File: config.mk
export PLATFORM = sky130hd
export DESIGN_NAME = inst_fetch_flat
export DESIGN_NICKNAME = d
export VERILOG_FILES = /design/src/rtl/inst_fetch_pkg.sv /design/src/rtl/inst_fetch_if.sv /design/src/rtl/fetch_fifo.sv /design/src/rtl/inst_fetch.sv /design/src/flat_wrapper.sv
export SDC_FILE = /design/constraint.sdc
export NUM_CORES = 1
export LEC_CHECK = 0
export CORE_MARGIN = 2
export CORE_UTILIZATION = 35
export DETAILED_ROUTE_END_ITERATION = 12
export SLEW_MARGIN = 10
export SYNTH_ARGS = -nofsm -noshare
export SYNTH_HDL_FRONTEND = slang
export SYNTH_SLANG_ARGS = --single-unit
File: constraint.sdc
create_clock -name clk -period 4.7 [get_ports clk]
set_input_delay 0.47 -clock clk [delete_from_list [all_inputs] [get_ports clk]]
set_output_delay 0.47 -clock clk [all_outputs]
set_load 0.005 [all_outputs]
File: src/rtl/inst_fetch_pkg.sv
// Shared types and default widths for the instruction fetch controller.
package inst_fetch_pkg;

    localparam int DEF_DATA_W = 9;
    localparam int DEF_ADDR_W = 7;

    // Controller modes
    typedef enum logic [1:0] {
        IDLE  = 2'd0,
        LOAD  = 2'd1,
        FETCH = 2'd2
    } fetch_state_t;

    // One output-buffer slot: the fetched word and the address it came from
    typedef struct packed {
        logic [DEF_DATA_W-1:0] word;
        logic [DEF_ADDR_W-1:0] pc;
    } fifo_entry_t;

endpackage

File: src/rtl/inst_fetch_if.sv
// Instruction stream from the fetch controller to the decoder.
// Handshake: a beat transfers in every cycle where instr_valid and instr_ready
// are both high; while instr_valid is high and instr_ready is low the producer
// holds instr and instr_pc stable and may not drop instr_valid except on a
// flush (jump or stop); instr_valid never waits on instr_ready.
interface inst_fetch_if
    import inst_fetch_pkg::*;
#(
    parameter int DATA_W = DEF_DATA_W,
    parameter int ADDR_W = DEF_ADDR_W
) ();

    logic [DATA_W-1:0] instr;
    logic [ADDR_W-1:0] instr_pc;
    logic              instr_valid;
    logic              instr_ready;

    modport master (
        output instr,
        output instr_pc,
        output instr_valid,
        input  instr_ready
    );

    modport slave (
        input  instr,
        input  instr_pc,
        input  instr_valid,
        output instr_ready
    );

endinterface

File: src/rtl/fetch_fifo.sv
// Two-slot output buffer holding fetched {word, pc} pairs, with a
// single-cycle flush that empties it regardless of push/pop.
module fetch_fifo
    import inst_fetch_pkg::*;
(
    input  logic        clk,
    input  logic        rst_n,
    input  logic        flush_i,
    input  logic        push_i,
    input  fifo_entry_t push_entry_i,
    input  logic        pop_i,
    output fifo_entry_t head_o,
    output logic [1:0]  count_o
);

    fifo_entry_t slot_q [2];
    logic        wr_ptr_q;
    logic        rd_ptr_q;
    logic [1:0]  count_q;
    logic        do_push;
    logic        do_pop;

    // Push into a full buffer or pop from an empty one is ignored
    assign do_push = push_i && !flush_i && (count_q != 2'd2);
    assign do_pop  = pop_i  && !flush_i && (count_q != 2'd0);

    // Slot storage, pointers and occupancy
    always_ff @(posedge clk or negedge rst_n) begin
        if (!rst_n) begin
            slot_q[0] <= '0;
            slot_q[1] <= '0;
            wr_ptr_q  <= 1'b0;
            rd_ptr_q  <= 1'b0;
            count_q   <= 2'd0;
        end else if (flush_i) begin
            wr_ptr_q <= 1'b0;
            rd_ptr_q <= 1'b0;
            count_q  <= 2'd0;
        end else begin
            if (do_push) begin
                slot_q[wr_ptr_q] <= push_entry_i;
                wr_ptr_q         <= ~wr_ptr_q;
            end
            if (do_pop) begin
                rd_ptr_q <= ~rd_ptr_q;
            end
            count_q <= count_q + {1'b0, do_push} - {1'b0, do_pop};
        end
    end

    assign head_o  = slot_q[rd_ptr_q];
    assign count_o = count_q;

endmodule

File: src/rtl/inst_fetch.sv
// Instruction memory initiator: loads the memory from a word stream and
// streams instructions out with a two-deep prefetch buffer and jump support.
module inst_fetch
    import inst_fetch_pkg::*;
#(
    parameter int DATA_W   = DEF_DATA_W,
    parameter int ADDR_W   = DEF_ADDR_W,
    parameter int RESET_PC = 0
)(
    input  logic              clk,
    input  logic              reset_n,
    input  logic              load_en,
    input  logic              load_valid,
    input  logic [DATA_W-1:0] load_data,
    output logic              load_ready,
    input  logic              start,
    input  logic              stop,
    input  logic              jump_en,
    input  logic [ADDR_W-1:0] jump_addr,
    inst_fetch_if.master      instr_if,
    output logic [ADDR_W-1:0] mem_addr,
    output logic              mem_we,
    output logic [DATA_W-1:0] mem_wdata,
    input  logic [DATA_W-1:0] mem_rdata,
    output logic [ADDR_W:0]   load_count,
    output fetch_state_t      dbg_state
);

    localparam logic [ADDR_W:0]   LOAD_MAX = {1'b1, {ADDR_W{1'b0}}};
    localparam logic [ADDR_W-1:0] PC_RESET = ADDR_W'(RESET_PC);

    fetch_state_t      state_q, state_d;
    logic [ADDR_W-1:0] pc_q, pc_d;
    logic [ADDR_W-1:0] load_ptr_q, load_ptr_d;
    logic [ADDR_W:0]   load_count_q, load_count_d;
    logic              inflight_q, inflight_d;
    logic [ADDR_W-1:0] inflight_pc_q, inflight_pc_d;

    logic              issue;
    logic [ADDR_W-1:0] issue_addr;
    logic              flush;
    logic              push;
    logic              pop;
    logic [1:0]        fifo_count;
    logic [2:0]        credit_used;
    fifo_entry_t       head;
    fifo_entry_t       push_entry;

    assign pop         = instr_if.instr_valid & instr_if.instr_ready;
    // Slots already claimed once this cycle's pop is taken into account
    assign credit_used = {1'b0, fifo_count} + {2'b0, inflight_q} - {2'b0, pop};

    assign push_entry.word = mem_rdata;
    assign push_entry.pc   = inflight_pc_q;

    // Mode, counters and in-flight read tracking
    always_ff @(posedge clk or negedge reset_n) begin
        if (!reset_n) begin
            state_q       <= IDLE;
            pc_q          <= PC_RESET;
            load_ptr_q    <= '0;
            load_count_q  <= '0;
            inflight_q    <= 1'b0;
            inflight_pc_q <= '0;
        end else begin
            state_q       <= state_d;
            pc_q          <= pc_d;
            load_ptr_q    <= load_ptr_d;
            load_count_q  <= load_count_d;
            inflight_q    <= inflight_d;
            inflight_pc_q <= inflight_pc_d;
        end
    end

    // Next-state, read issue and memory pin muxing
    always_comb begin
        state_d       = state_q;
        pc_d          = pc_q;
        load_ptr_d    = load_ptr_q;
        load_count_d  = load_count_q;
        inflight_d    = 1'b0;
        inflight_pc_d = inflight_pc_q;
        issue         = 1'b0;
        issue_addr    = '0;
        flush         = 1'b0;
        push          = 1'b0;
        mem_we        = 1'b0;

        case (state_q)
            IDLE: begin
                if (load_en) begin
                    state_d      = LOAD;
                    load_ptr_d   = '0;
                    load_count_d = '0;
                end else if (start) begin
                    // The first read of RESET_PC goes out in the start cycle
                    // itself so the first instruction shows two cycles later.
                    state_d    = FETCH;
                    issue      = 1'b1;
                    issue_addr = PC_RESET;
                end
            end
            LOAD: begin
                if (load_valid) begin
                    mem_we     = 1'b1;
                    load_ptr_d = load_ptr_q + ADDR_W'(1);
                    if (load_count_q != LOAD_MAX) begin
                        load_count_d = load_count_q + (ADDR_W + 1)'(1);
                    end
                end
                if (!load_en) begin
                    state_d = IDLE;
                end
            end
            FETCH: begin
                if (stop) begin
                    flush   = 1'b1;
                    state_d = IDLE;
                end else if (jump_en) begin
                    flush      = 1'b1;
                    issue      = 1'b1;
                    issue_addr = jump_addr;
                end else begin
                    push = inflight_q;
                    if (credit_used < 3'd2) begin
                        issue      = 1'b1;
                        issue_addr = pc_q;
                    end
                end
            end
            default: begin
                state_d = IDLE;
            end
        endcase

        if (issue) begin
            pc_d          = issue_addr + ADDR_W'(1);
            inflight_d    = 1'b1;
            inflight_pc_d = issue_addr;
        end

        mem_addr  = mem_we ? load_ptr_q : (issue ? issue_addr : '0);
        mem_wdata = mem_we ? load_data : '0;
    end

    fetch_fifo u_fifo (
        .clk          (clk),
        .rst_n        (reset_n),
        .flush_i      (flush),
        .push_i       (push),
        .push_entry_i (push_entry),
        .pop_i        (pop),
        .head_o       (head),
        .count_o      (fifo_count)
    );

    assign instr_if.instr_valid = (fifo_count != 2'd0);
    assign instr_if.instr       = instr_if.instr_valid ? head.word : '0;
    assign instr_if.instr_pc    = instr_if.instr_valid ? head.pc : '0;
    assign load_ready           = (state_q == LOAD);
    assign load_count           = load_count_q;
    assign dbg_state            = state_q;

endmodule
File: src/flat_wrapper.sv
// flat-port wrapper written by rule: the top's interface ports become plain ports
module inst_fetch_flat import inst_fetch_pkg::*;
#(
    parameter int DATA_W   = DEF_DATA_W,
    parameter int ADDR_W   = DEF_ADDR_W,
    parameter int RESET_PC = 0
)
  (clk, reset_n, load_en, load_valid, load_data, load_ready, start, stop, jump_en, jump_addr, mem_addr, mem_we, mem_wdata, mem_rdata, load_count, dbg_state, instr_if_instr, instr_if_instr_pc, instr_if_instr_valid, instr_if_instr_ready);
  inst_fetch_if #(.DATA_W(DATA_W), .ADDR_W(ADDR_W)) instr_if_i ();
  input  logic clk;
  input  logic reset_n;
  input  logic load_en;
  input  logic load_valid;
  input  logic [DATA_W-1:0] load_data;
  output logic load_ready;
  input  logic start;
  input  logic stop;
  input  logic jump_en;
  input  logic [ADDR_W-1:0] jump_addr;
  output logic [ADDR_W-1:0] mem_addr;
  output logic mem_we;
  output logic [DATA_W-1:0] mem_wdata;
  input  logic [DATA_W-1:0] mem_rdata;
  output logic [ADDR_W:0] load_count;
  output fetch_state_t dbg_state;
  output wire logic [$bits(instr_if_i.instr)-1:0] instr_if_instr;
  output wire logic [$bits(instr_if_i.instr_pc)-1:0] instr_if_instr_pc;
  output wire logic [$bits(instr_if_i.instr_valid)-1:0] instr_if_instr_valid;
  input wire logic [$bits(instr_if_i.instr_ready)-1:0] instr_if_instr_ready;
  assign instr_if_instr = instr_if_i.instr;
  assign instr_if_instr_pc = instr_if_i.instr_pc;
  assign instr_if_instr_valid = instr_if_i.instr_valid;
  assign instr_if_i.instr_ready = instr_if_instr_ready;
  inst_fetch #(.DATA_W(DATA_W), .ADDR_W(ADDR_W), .RESET_PC(RESET_PC)) u_core (.clk(clk), .reset_n(reset_n), .load_en(load_en), .load_valid(load_valid), .load_data(load_data), .load_ready(load_ready), .start(start), .stop(stop), .jump_en(jump_en), .jump_addr(jump_addr), .instr_if(instr_if_i), .mem_addr(mem_addr), .mem_we(mem_we), .mem_wdata(mem_wdata), .mem_rdata(mem_rdata), .load_count(load_count), .dbg_state(dbg_state));
endmodule
Word-level counts from Yosys, hierarchy flattened
Cells that the tools add are included.
{"block": "word_totals", "output_inout_bits": 45, "register_bits": 68}
{"block": "op_classes", "mux": 47, "n_eq_ne": 10, "n_addsub": 7, "order_cmp": 4, "reduce_logical": 15, "n_bitwise": 6}
{"operator": "16-bit 2-to-1 mux", "n": 4}
{"operator": "7-bit 2-to-1 mux", "n": 9}
{"operator": "32-bit bitwise mux", "n": 1}
{"operator": "8-bit 2-to-1 mux", "n": 3}
{"operator": "1-bit 2-to-1 mux", "n": 18}
{"operator": "9-bit 2-to-1 mux", "n": 2}
{"operator": "16-bit demux with 1-bit select", "n": 1}
{"operator": "8-bit one-hot mux with 2 select lines", "n": 1}
{"operator": "7-bit by 1-bit adder with 7-bit output (second input constant)", "n": 2}
{"operator": "7-bit one-hot mux with 2 select lines", "n": 1}
{"operator": "2-bit 2-to-1 mux", "n": 5}
{"operator": "2-bit inequality test (second input constant)", "n": 5}
{"operator": "8-bit by 1-bit adder with 8-bit output (second input constant)", "n": 1}
{"operator": "8-bit inequality test (second input constant)", "n": 1}
{"operator": "2-bit nonzero test", "n": 4}
{"operator": "2-bit one-hot mux with 3 select lines", "n": 1}
{"operator": "3-bit AND reduction", "n": 2}
{"operator": "1-bit logical AND", "n": 5}
{"operator": "2-bit >= comparator (second input constant)", "n": 2}
{"operator": "1-bit inverter with 2-bit output", "n": 2}
{"operator": "4-bit AND reduction", "n": 1}
{"operator": "2-bit by 1-bit adder with 3-bit output", "n": 1}
{"operator": "3-bit by 2-bit < comparator with 1-bit output (second input constant)", "n": 1}
{"operator": "3-bit inequality test (second input constant)", "n": 1}
{"operator": "13 further kinds", "n": 15}

Longest topological paths before layout
{"block": "depth", "ltp_word": 10, "depth_mapped": 15}

By module
From an unflattened synthesis, not the netlist that was laid out.
{"block": "hier_totals", "hier_cells": 331, "area_unflattened_um2": 3732.3}
{"module": "inst_fetch", "n_inst": 1, "seq_area_each_um2": 800.8, "cells_per_inst": 225, "area_per_inst_um2": 2068.2}
{"module": "fetch_fifo", "n_inst": 1, "seq_area_each_um2": 900.9, "cells_per_inst": 106, "area_per_inst_um2": 1664.1}

Worst setup path before layout
Ideal clock, no wire load.
{"block": "synth_path", "path_kind": "reg-to-output", "from": "reg u_core.u_fifo.count_q[1] (netlist: u_core.u_fifo.count_o[1])", "to": "out mem_addr[3]", "t_required_ps": 4230, "arrival_time_ps": 2946, "path_stages_with_launch": 13, "path_slack_ps": 1284, "n_path_buf": 0, "cell_sequence": "dfrtp_1 -> nor2_1 -> inv_1 -> nand2_1 -> inv_1 -> ha_1 -> nand2b_1 -> fa_1 -> xnor2_1 -> and2_0 -> a22o_1 -> nor2b_1 -> a21o_1"}
{"block": "synth_between", "elab_chain_cells": 10, "elab_cells_between_ends": 15, "cone_classes": "add/sub (2); order compare (1); mux (10); bitwise (1); reduce/logical (1)"}
{"item": "start, declared", "line": "fetch_fifo.sv:19", "rtl": "logic [1:0] count_q;"}
{"item": "start signal, assigned", "line": "fetch_fifo.sv:47", "rtl": "count_q <= count_q + {1'b0, do_push} - {1'b0, do_pop};"}
{"item": "2-bit nonzero test (*)", "line": "inst_fetch.sv:157", "rtl": "assign instr_if.instr_valid = (fifo_count != 2'd0);"}
{"item": "net instr_if_instr_valid", "line": "flat_wrapper.sv:28", "rtl": "output wire logic [$bits(instr_if_i.instr_valid)-1:0] instr_if_instr_valid;"}
{"item": "1-bit AND (*)", "line": "inst_fetch.sv:49", "rtl": "assign pop = instr_if.instr_valid & instr_if.instr_ready;"}
{"item": "3-bit by 1-bit subtractor with 3-bit output (*)", "line": "inst_fetch.sv:51", "rtl": "assign credit_used = {1'b0, fifo_count} + {2'b0, inflight_q} - {2'b0, pop};"}
{"item": "3-bit by 2-bit < comparator with 1-bit output (*)", "line": "inst_fetch.sv:125", "rtl": "if (credit_used < 3'd2) begin"}
{"item": "1-bit 2-to-1 mux / 7-bit 2-to-1 mux (equally long branches)", "line": "inst_fetch.sv:125"}
{"item": "1-bit 2-to-1 mux / 7-bit 2-to-1 mux (equally long branches)", "line": "inst_fetch.sv:119", "rtl": "end else if (jump_en) begin"}
{"item": "1-bit 2-to-1 mux / 7-bit 2-to-1 mux (equally long branches)", "line": "inst_fetch.sv:116", "rtl": "if (stop) begin"}
{"item": "1-bit one-hot mux with 2 select lines / 7-bit 2-to-1 mux (equally long branches)"}
{"item": "7-bit 2-to-1 mux (*) (2 in series)", "line": "inst_fetch.sv:142", "rtl": "mem_addr = mem_we ? load_ptr_q : (issue ? issue_addr : '0);"}
{"item": "end, declared", "line": "flat_wrapper.sv:20", "rtl": "output logic [ADDR_W-1:0] mem_addr;"}
Mark *: on every way through the listed nets, which the timed path passes. The rest lies on a longest branch.

Worst setup path in the final report
{"block": "layout_path", "from": "reg u_core.u_fifo.count_q[1] (netlist: u_core.u_fifo.count_o[1])", "to": "out mem_addr[3]"}
{"block": "layout_between", "elab_chain_cells": 10, "elab_cells_between_ends": 15, "cone_classes": "add/sub (2); order compare (1); mux (10); bitwise (1); reduce/logical (1)"}
{"item": "branches (longest 2 deep; another with 2-bit by 1-bit adder with 3-bit output)"}
{"item": "3-bit by 1-bit subtractor with 3-bit output (*)", "line": "inst_fetch.sv:51"}
{"item": "3-bit by 2-bit < comparator with 1-bit output (*)", "line": "inst_fetch.sv:125"}
{"item": "1-bit 2-to-1 mux / 7-bit 2-to-1 mux (equally long branches)", "line": "inst_fetch.sv:125"}
{"item": "1-bit 2-to-1 mux / 7-bit 2-to-1 mux (equally long branches)", "line": "inst_fetch.sv:119"}
{"item": "1-bit 2-to-1 mux / 7-bit 2-to-1 mux (equally long branches)", "line": "inst_fetch.sv:116"}
{"item": "1-bit one-hot mux with 2 select lines / 7-bit 2-to-1 mux (equally long branches)"}
{"item": "7-bit 2-to-1 mux (*) (2 in series)", "line": "inst_fetch.sv:142"}
Every way passes the cells marked *.

==> results.json <==
{
  "maxCapViolations": 0,
  "most_used_standard_cells_in_the_synthesized_netlist": "68 x dfrtp_1, 41 x nor2_1, 22 x mux2_2, 20 x mux2i_1, 14 x a21o_1",
  "yosys.cell_types.count": 44,
  "rrSetupSlack_ns": 1.08,
  "critPathTopFamily": "simple AND/OR/NAND/NOR gates",
  "globalplace.congestion": 0.773,
  "timing.critical_path.to": "mem_addr[3]",
  "clk_pin_slew_ns": 0.08,
  "drive_above_1_share": 0.145,
  "synthMostInstantiatedCell": "dfrtp_1",
  "synthTopCellsByArea": "dfrtp_1 49%, mux2_2 7.1%, mux2i_1 5.7%",
  "finalHoldWorstSlack_ns": 0.324,
  "fp.coreArea_mm2": 0.00973,
  "worst_setup_path_end_kind": "primary output",
  "synthSimpleGateAreaFrac": 0.158,
  "ys_async_sr_fraction": 1.00,
  "maximum_number_of_pins_on_one_net_before_global_route_repair": 69,
  "post_cts.repair.setup_buffers": 0,
  "ys.flop_type": "dfrtp_1",
  "dp_hpwl_um": 5410,
  "global_route.usage.met2": 0.223,
  "yosys_warnings": 0,
  "outcome": "complete, no violations",
  "syn-mean-instance-area_um2": 11.2,
  "peak_fanout_along_the_critical_path": 6,
  "setup_viol": 0,
  "pwr-share-seq": 0.428,
  "timing.slew.headroom": 0.333,
  "worst_r2r_endpoint": "u_core.pc_q[2]$_DFFE_PN0P_",
  "synth_sequential_area_ratio": 0.487,
  "worst_slew_pin_tran_ns": 1.00,
  "synth_compound_area_frac": 0.0766,
  "report.final.hold_viol_count": 0,
  "nFillCells": 924,
  "nNetsFinal": 431,
  "global_route.peak_usage_layer": "met2",
  "post_synth_instance_area_mm2": 0.00350,
  "critical_path.n_buffers_inverters": 3,
  "report.power.total_w": 0.00178,
  "width_of_the_chip_um": 104,
  "max_freq_ghz": 0.230,
  "post_synth_mux_area_share": 0.174,
  "drt_first_pass_iters": 4,
  "number_of_cell_rows": 36,
  "pin_count": 78,
  "avgViaCountPerCell": 4.98,
  "antenna_found_initial": 0,
  "pwr-share-comb": 0.247,
  "areaGrowthSynthToFinish_pct": 32.2,
  "synth_xor_xnor_area_share": 0.0401,
  "hold_buffers": 0,
  "synth-adder-area-share": 0.0308,
  "switching_fraction_of_total_power": 0.296,
  "cell_depth_of_the_worst_setup_path": 13,
  "final_core_util": 0.475,
  "htreeDepth": 3,
  "worstSetupStartpointType": "flop",
  "grt_overflow": 0,
  "grt_first_pass_wirelength_um": 12900,
  "crit_required_ns": 4.23,
  "power.ir.vdd_worst_mv": 0.186,
  "reg2regPathDepth": 15,
  "power_report.internal_total_w": 0.00125,
  "critical-path-max-stage-delay_ns": 0.53,
  "path_class": "reg -> out",
  "worst_path_max_delay_cell": "fa_1",
  "cts_sinks": 68,
  "worst_setup_path_startpoint": "u_core.u_fifo.count_o[1]$_DFF_PN0_",
  "post_drt_wl_per_cell_um": 14.7,
  "clock_tree_from_tritoncts": "built",
  "antennaDiodeCount": 0,
  "setup-tns-final_ns": 0,
  "crit-reg2reg-launch": "u_core.u_fifo.count_o[1]$_DFF_PN0_",
  "wirelength_um": 7720,
  "initial_utilization": 0.359,
  "synth_top_family_by_area": "multiplexers",
  "grt_use_total": 0.147,
  "static-leakage-power_nw": 2.31,
  "grt_util_met1": 0.202,
  "cts_buffer_depth": 2,
  "pre_cts_ws_ns": 0.479,
  "cts_resized": 0,
  "power.switching_w": 0.000527,
  "powerDensity_mw_per_mm2": 385,
  "yosysTopAreaCell": "dfrtp_1",
  "yosys_reg_bits": 68,
  "drtIter0Drc": 92,
  "critPathArrivalTime_ns": 3.88,
  "num_vias": 2627,
  "pwr-share-clk": 0.326,
  "grt_use_met3": 0.0388,
  "die_height_um": 104,
  "fp.dieArea_mm2": 0.0108,
  "unrepaired_setup_endpoints_after_global_routing": "no",
  "final-max-slew-violation-count": 0,
  "final.setup_skew_ns": 0.0105,
  "io_buffer_count": 77,
  "synthDominantCellAreaShare": 0.487,
  "antenna_left": 0,
  "period_share": 0.926,
  "synth_nets": 354,
  "first_global_vias": 2606,
  "cts_buffers": 9,
  "hp-class": "in -> async",
  "number_of_cells_produced_by_synthesis": 313,
  "final.setup.worst_slack_ns": 0.347,
  "count_of_flip_flops_with_a_built_in_enable_after_synthesis": 0,
  "clk-insertion-delay-late_ns": 0.33,
  "clk_root_buffer_cell": "clkbuf_8",
  "cp_cell_sequence": "nor2_1 > inv_1 > nand2_1 > inv_1 > ha_1 > nand2b_1 > fa_1 > nor2b_1 > and2_0 > a22o_1 > nor2b_1 > a21o_1 > clkdlybuf4s50_1",
  "final.min_clock_period_ns": 4.35,
  "detail_route.drc_violations": 0
}
==> per-stage QoR <==
| stage | cells | instance area [µm²] |
|---|---|---|
| global route | 527 | 4620 |
| finish | 527 | 4620 |
| CTS | 527 | 4620 |
| detailed placement | 512 | 4380 |
| global placement | 512 | 4380 |
| floorplan | 313 | 3500 |
==> placed cells by master (no fill, tap or decap), types with 2 or more instances in the layout <==
| master | count |
|---|---|
| bufinv_16 | 3 |
| inv_1 | 9 |
| dfrtp_1 | 68 |
| xnor2_1 | 3 |
| buf_4 | 4 |
| nor4b_1 | 3 |
| nand4_1 | 6 |
| ha_1 | 7 |
| mux2_2 | 22 |
| mux2i_1 | 20 |
| a21o_1 | 14 |
| a211oi_1 | 3 |
| nor4bb_1 | 2 |
| clkinv_2 | 2 |
| and3_1 | 11 |
| nand2_1 | 12 |
| clkdlybuf4s50_1 | 76 |
| nand2b_1 | 2 |
| xor2_1 | 13 |
| nor2b_1 | 8 |
| o21ai_0 | 3 |
| clkbuf_8 | 10 |
| a21oi_1 | 8 |
| nor2_1 | 41 |
| nand3_1 | 12 |
| mux2_4 | 10 |
| a22oi_1 | 2 |
==> final cells by class <==
| cell class | count | area (µm²) | share of cell area |
|---|---|---|---|
| Timing Repair Buffer | 81 | 796 | 0.172 |
| Multi-Input combinational cell | 220 | 1680 | 0.363 |
| Clock buffer | 10 | 138 | 0.0298 |
| Sequential cell | 68 | 1700 | 0.368 |
| Inverter | 10 | 42.5 | 0.00920 |
| Tap cell | 133 | 166 | 0.0360 |
| Clock inverter | 5 | 100 | 0.0217 |
==> how the worst min path moves through the flow <==
| stage | start | to | slack, ns | cells after the start |
|---|---|---|---|---|
| after floorplan | reset_n | u_core.dbg_state[0]$_DFFE_PN0P_ | 0.17 | 0 |
| after global placement | u_core.u_fifo.slot_q[3]$_DFFE_PN0P_ | u_core.u_fifo.slot_q[3]$_DFFE_PN0P_ | 0.48 | 1 |
| after detailed placement | u_core.u_fifo.slot_q[3]$_DFFE_PN0P_ | u_core.u_fifo.slot_q[3]$_DFFE_PN0P_ | 0.49 | 1 |
| after CTS | reset_n | u_core.u_fifo.slot_q[31]$_DFFE_PN0P_ | 0.36 | 2 |
| after global routing | reset_n | u_core.u_fifo.slot_q[31]$_DFFE_PN0P_ | 0.40 | 2 |
| final | reset_n | u_core.u_fifo.slot_q[31]$_DFFE_PN0P_ | 0.32 | 2 |
==> power groups by stage <==
stage / logic [W] / registers (W) / clock network [W]
detailed placement: 0.000445 / 0.000776 / 0
global route: 0.000494 / 0.000775 / 0.000620
CTS: 0.000449 / 0.000765 / 0.000594
finish: 0.000439 / 0.000762 / 0.000580
global placement: 0.000437 / 0.000774 / 0
floorplan: 0.000302 / 0.000714 / 0
==> logic make-up after synthesis <==
kind of cell,after synthesis
simple gates,105
buf+inv,25
flops,68
mux,53
compound gates,38
xor+xnor,16
fa+ha+maj,8
==> registers in the layout (all words and copies together), names as in the netlist, 2 cells and up <==
name,count
u_core.u_fifo.count_o,2
u_core.dbg_state,2
u_core.load_ptr_q,7
u_core.load_count,8
u_core.pc_q,7
u_core.inflight_pc_q,7
u_core.u_fifo.slot_q,32
==> layer usage <==
metal / vias to the layer above / wire (µm)
met4: 0 / 114
met2: 84 / 3440
met3: 12 / 441
met1: 1278 / 3730
li1: 1253 / -
met5: - / 0
(Power assumes the default switching activity.)
